### config.mk
export PLATFORM = sky130hd
export DESIGN_NAME = div_unit
export DESIGN_NICKNAME = d
export VERILOG_FILES = /design/src/rtl/neocore_pkg.sv /design/src/rtl/div_unit.sv
export SDC_FILE = /design/constraint.sdc
export NUM_CORES = 1
export LEC_CHECK = 0
export CORE_AREA = 2 2 122 124
export CTS_CLUSTER_DIAMETER = 150
export DETAILED_ROUTE_END_ITERATION = 6
export DIE_AREA = 0 0 124 126
export PLACE_DENSITY = 0.55
export SLEW_MARGIN = 20
export SYNTH_ARGS = -nofsm -noshare
export SYNTH_HDL_FRONTEND = slang
export SYNTH_SLANG_ARGS = --single-unit
### constraint.sdc
create_clock -name clk -period 3.8 [get_ports clk]
set_input_delay 0.76 -clock clk [delete_from_list [all_inputs] [get_ports clk]]
set_output_delay 0.76 -clock clk [all_outputs]
set_load 0.005 [all_outputs]
### src/rtl/neocore_pkg.sv
// Shared NeoCore types: ALU operation encodings and the divider FSM states.
package neocore_pkg;

    typedef enum logic [3:0] {
        ALU_ADD  = 4'd0,
        ALU_SUB  = 4'd1,
        ALU_AND  = 4'd2,
        ALU_OR   = 4'd3,
        ALU_XOR  = 4'd4,
        ALU_SLL  = 4'd5,
        ALU_SRL  = 4'd6,
        ALU_SRA  = 4'd7,
        ALU_SLT  = 4'd8,
        ALU_SLTU = 4'd9,
        ALU_DIV  = 4'd10
    } alu_op_e;

    typedef enum logic [1:0] {
        DIV_IDLE   = 2'd0,
        DIV_DIVIDE = 2'd1,
        DIV_DONE   = 2'd2
    } div_state_e;

endpackage

### src/rtl/div_unit.sv
// Unsigned multi-cycle restoring divider: one shift-subtract step per cycle,
// result laid out as {remainder, quotient} like the ALU result bus.
module div_unit
    import neocore_pkg::*;
#(
    parameter int WIDTH = 16
) (
    input  logic                 clk,
    input  logic                 rst,
    input  logic                 start,
    input  logic [WIDTH-1:0]     dividend,
    input  logic [WIDTH-1:0]     divisor,
    output logic                 busy,
    output logic                 done,
    output logic [2*WIDTH-1:0]   result,
    output logic                 z_flag,
    output logic                 v_flag
);

    localparam int CNT_W = $clog2(WIDTH) + 1;
    localparam logic [CNT_W-1:0] CNT_LAST = CNT_W'(WIDTH - 1);
    localparam logic [CNT_W-1:0] CNT_ONE  = CNT_W'(1);

    div_state_e         state_r;
    div_state_e         state_next_s;

    logic [WIDTH-1:0]   quot_r;
    logic [WIDTH-1:0]   divisor_r;
    logic [WIDTH:0]     rem_r;
    logic [CNT_W-1:0]   cnt_r;

    logic [2*WIDTH-1:0] result_r;
    logic               z_flag_r;
    logic               v_flag_r;
    logic               busy_r;
    logic               done_r;

    logic               accept_s;
    logic               div_zero_s;
    logic               last_step_s;
    logic [WIDTH+1:0]   rem_shift_s;
    logic [WIDTH+1:0]   diff_s;
    logic               q_bit_s;
    logic [WIDTH:0]     rem_next_s;
    logic [WIDTH-1:0]   quot_next_s;

    // Handshake decode: start only counts outside DIVIDE.
    always_comb begin
        accept_s    = start && ((state_r == DIV_IDLE) || (state_r == DIV_DONE));
        div_zero_s  = (divisor == {WIDTH{1'b0}});
        last_step_s = (state_r == DIV_DIVIDE) && (cnt_r == CNT_LAST);
    end

    // Next-state logic.
    always_comb begin
        state_next_s = state_r;
        case (state_r)
            DIV_IDLE: begin
                if (start) begin
                    state_next_s = div_zero_s ? DIV_DONE : DIV_DIVIDE;
                end else begin
                    state_next_s = DIV_IDLE;
                end
            end
            DIV_DIVIDE: begin
                if (last_step_s) begin
                    state_next_s = DIV_DONE;
                end else begin
                    state_next_s = DIV_DIVIDE;
                end
            end
            DIV_DONE: begin
                if (start) begin
                    state_next_s = div_zero_s ? DIV_DONE : DIV_DIVIDE;
                end else begin
                    state_next_s = DIV_IDLE;
                end
            end
            default: state_next_s = DIV_IDLE;
        endcase
    end

    // One restoring step; the remainder stays below the divisor, so bit WIDTH+1
    // of the shifted value is always zero and diff_s[WIDTH+1] is a clean borrow.
    always_comb begin
        rem_shift_s = {rem_r, quot_r[WIDTH-1]};
        diff_s      = rem_shift_s - {2'b00, divisor_r};
        q_bit_s     = ~diff_s[WIDTH+1];
        if (q_bit_s) begin
            rem_next_s = diff_s[WIDTH:0];
        end else begin
            rem_next_s = rem_shift_s[WIDTH:0];
        end
        quot_next_s = {quot_r[WIDTH-2:0], q_bit_s};
    end

    // State register and registered status outputs.
    always_ff @(posedge clk or posedge rst) begin
        if (rst) begin
            state_r <= DIV_IDLE;
            busy_r  <= 1'b0;
            done_r  <= 1'b0;
        end else begin
            state_r <= state_next_s;
            busy_r  <= (state_next_s == DIV_DIVIDE);
            done_r  <= (state_next_s == DIV_DONE);
        end
    end

    // Working datapath and result capture; results only move on entry to DONE.
    always_ff @(posedge clk or posedge rst) begin
        if (rst) begin
            quot_r    <= {WIDTH{1'b0}};
            divisor_r <= {WIDTH{1'b0}};
            rem_r     <= {(WIDTH+1){1'b0}};
            cnt_r     <= {CNT_W{1'b0}};
            result_r  <= {(2*WIDTH){1'b0}};
            z_flag_r  <= 1'b0;
            v_flag_r  <= 1'b0;
        end else if (accept_s) begin
            quot_r    <= dividend;
            divisor_r <= divisor;
            rem_r     <= {(WIDTH+1){1'b0}};
            cnt_r     <= {CNT_W{1'b0}};
            if (div_zero_s) begin
                result_r <= {dividend, {WIDTH{1'b1}}};
                z_flag_r <= 1'b0;
                v_flag_r <= 1'b1;
            end
        end else if (state_r == DIV_DIVIDE) begin
            quot_r <= quot_next_s;
            rem_r  <= rem_next_s;
            cnt_r  <= cnt_r + CNT_ONE;
            if (last_step_s) begin
                result_r <= {rem_next_s[WIDTH-1:0], quot_next_s};
                z_flag_r <= (quot_next_s == {WIDTH{1'b0}});
                v_flag_r <= 1'b0;
            end
        end
    end

    assign busy   = busy_r;
    assign done   = done_r;
    assign result = result_r;
    assign z_flag = z_flag_r;
    assign v_flag = v_flag_r;

endmodule

==> impl_metrics.toml <==
[setup_path]
cp-start-kind = "flop"
r2r-start = "quot_r[15]"
r2r-end = "rem_r[16]"
cp_common_cell = "inv_1"
crit_fanout = 3
cp_slowest_stage_delay_ns = 0.41
rr_worst_depth = 10
cpMaxStageDelayCell = "fa_1"
worstPathRequired_ns = 4.08
crit_family = "compound AO/OA/AOI/OAI gates"
critPathArrivalTime_ns = 3.14
worst-path-buf-inv = 2
crit_type = "flop to flop"
end_kind = "flop"
cp_cell_sequence = "inv_1 -> ha_1 -> inv_1 -> fa_1 -> a211o_1 -> a211oi_1 -> o31ai_1 -> a221o_1 -> or4_1 -> nand3_1"
reg2reg_slack_ns = 0.94

[final_layout]
drive_above_1_share_pct = 4.84
fill_cells = 1468
layout_common_cells = "92 x dfrtp_1, 91 x nand2_1, 70 x clkdlybuf4s50_1"
num_antenna_cells = 0
area_growth_pct = 23.6
fin_nets = 650
final_common_cell = "dfrtp_1"

[clock_tree]
clock_path_buffers = 2
cts_tree = "yes"
worstSkewPairLatency_ns = 0.35
cts_buffers = 9
clk_pin_slew_ns = 0.06
clock_sinks = 92
cts_root_buf = "clkbuf_16"
htree_num_levels = 3
cts_setup_buffers = 0
holdBufCountCts = 0
cts-resized-gates = 0

[global_routing]
antenna_found_initial = 0
grt_max_degree = 57
first_global_vias = 3936
grt_pass1_wl_um = 20100
gr-total-overflow = 0
grt_usage_pct = 16.5

[pwr]
leakagePower_uw = 0.00270
ir_drop_v = 0.000373
finalPower_uw = 6160
powerDensity_nw_per_um2 = 1020

[floorplanning]
die_w_um = 124
dieArea_um2 = 15600
ios = 71
initial_core_util_pct = 34.1
die_y_um = 126
core_um2 = 14300
row_count = 44

[timing]
worst_pin_slew_ns = 0.711
period_share_pct = 75.2
grt_setup_unrepaired = "no"
fmaxAchievable_mhz = 350
fin_setup_tns_ns = 0
hold_ws_ns = 0.464
setup_violations = 0
finalHoldViolations = 0
slew_headroom_pct = 52.6
finClkSkew_ns = 0.00661
finalCriticalPeriod_ns = 2.86
maxSlewViolCount = 0

[synth]
synth_seq_cells = 92
ys_seq_area_share_pct = 47.2
ys.flop_type = "dfrtp_1"
syn_inst = 542
synth_edf_count = 0
yosys.cell_types.count = 54
avgSynthCellArea_um2 = 9.00
syn_area_um2 = 4880
ys_warn_count = 0
synth_nets = 596
async_reset_ff_share_pct = 100

[drt]
drc_errors = 0
first_pass_iters = 4
avgViaCountPerCell = 5.22
postRouteAntennaNets = 0
routedWlPerCell_um = 15.7
vias = 4087
dr.first_iter.drc_count = 172
drt-total-wl_um = 12300

[worst_hold_path]
hp-start = "result[3]"
worstHoldPathCells = 2
hp-class = "flop to flop"
hold_end = "result[3]"

[placement]
gp_congestion = 0.827
portBuffers = 70
dp_hpwl_um = 8980

[flow_run]
maxCapViolations = 0

[status]
status = "finished, final reports clean"
[registers in the layout, indices dropped and copies added, names as in the netlist]
register   flops
done           1
quot_r        16
divisor_r     16
result        32
busy           1
z_flag         1
cnt_r          5
rem_r         17
v_flag         1
state_r        2
[worst reg2reg max path, delay by kind of cell, from the launching register on]
family / cells / cell delay [ns]
AO/OA/AOI/OAI: 4 / 1.23
AND/OR/NAND/NOR: 2 / 0.49
buffers and inverters: 2 / 0.13
adder cells (fa/ha/maj): 2 / 0.58
flip-flops: 1 / 0.37
[synthesized netlist by cell type (2+ instances only)]
library cell | n | area [um2]
a21o_1 | 8 | 60.1
a21oi_1 | 35 | 175
and2_1 | 2 | 12.5
o31ai_1 | 2 | 15.0
nor3_1 | 5 | 25.0
nand2_1 | 91 | 342
clkbuf_1 | 26 | 97.6
o211a_1 | 2 | 20.0
o221ai_1 | 9 | 78.8
buf_4 | 2 | 15.0
mux2i_1 | 22 | 220
a31oi_1 | 9 | 56.3
nor2_1 | 32 | 120
nand3_1 | 10 | 50.1
nor4_1 | 7 | 43.8
buf_1 | 3 | 11.3
xor2_1 | 5 | 43.8
nor2b_1 | 3 | 18.8
and3_1 | 7 | 43.8
nand2b_1 | 2 | 12.5
a211o_1 | 2 | 17.5
o211ai_1 | 7 | 52.6
buf_2 | 3 | 15.0
xnor2_1 | 6 | 52.6
ha_1 | 18 | 225
or4_1 | 3 | 22.5
o21bai_1 | 2 | 15.0
dfrtp_1 | 92 | 2300
nand4_1 | 7 | 43.8
inv_1 | 24 | 90.1
o22ai_1 | 3 | 18.8
o21ai_0 | 69 | 345
o21a_1 | 3 | 22.5
[where the power goes]
part,total (uW),switching [uW],internal [uW]
clock,867,366,501
sequential,1770,321,1450
combinational,3530,1950,1580
total,6160,2640,3530
[how the worst max path moves through the flow]
stage / startpoint / cells after the start / to / slack [ns]
finish: quot_r[15] / 10 / rem_r[16] / 0.94
global route: rem_r[5] / 9 / result[26] / 0.77
CTS: quot_r[15] / 10 / rem_r[16] / 0.93
detailed placement: divisor[3] / 9 / result[15] / 0.82
global placement: divisor[3] / 9 / result[8] / 0.84
floorplan: rst / 1 / busy / 0.65
[cell type report]
cell class,count,area (um2),share of cell area (%)
clock buffer,11,233,3.86
clock inverter,3,40.0,0.665
inverter,25,95.1,1.58
multi-input combinational,391,2360,39.1
sequential,92,2300,38.2
tap,184,230,3.82
timing repair buffer,77,766,12.7
[cell families (layout without fill, tap and decap cells)]
logic type	after synthesis	in the layout	synth area share (%)
fa+ha+maj	19	19	5.03
mux	23	23	4.75
compound gates	164	164	20.4
xor+xnor	11	11	1.98
flops	92	92	47.2
buf+inv	59	116	4.77
simple gates	174	174	15.9
[layer usage]
metal,part of all wire (%),global-route usage [%],vias to the layer above
li1,-,-,2022
met1,48,23.3,1957
met2,45,25.2,92
met3,4.3,2.63,16
met4,2.0,6.48,0
met5,0,0,-
[metrics by stage]
stage / setup WS, ns / utilization, % / instances / area (um2)
global route: 0.766 / 42.1 / 783 / 6020
global placement: 0.843 / 40.2 / 769 / 5750
CTS: 0.931 / 42.1 / 783 / 6020
finish: 0.943 / 42.1 / 783 / 6020
floorplan: 0.648 / - / 542 / 4880
detailed placement: 0.820 / 40.2 / 769 / 5750
No activity file was read; power rests on OpenSTA's default activity.
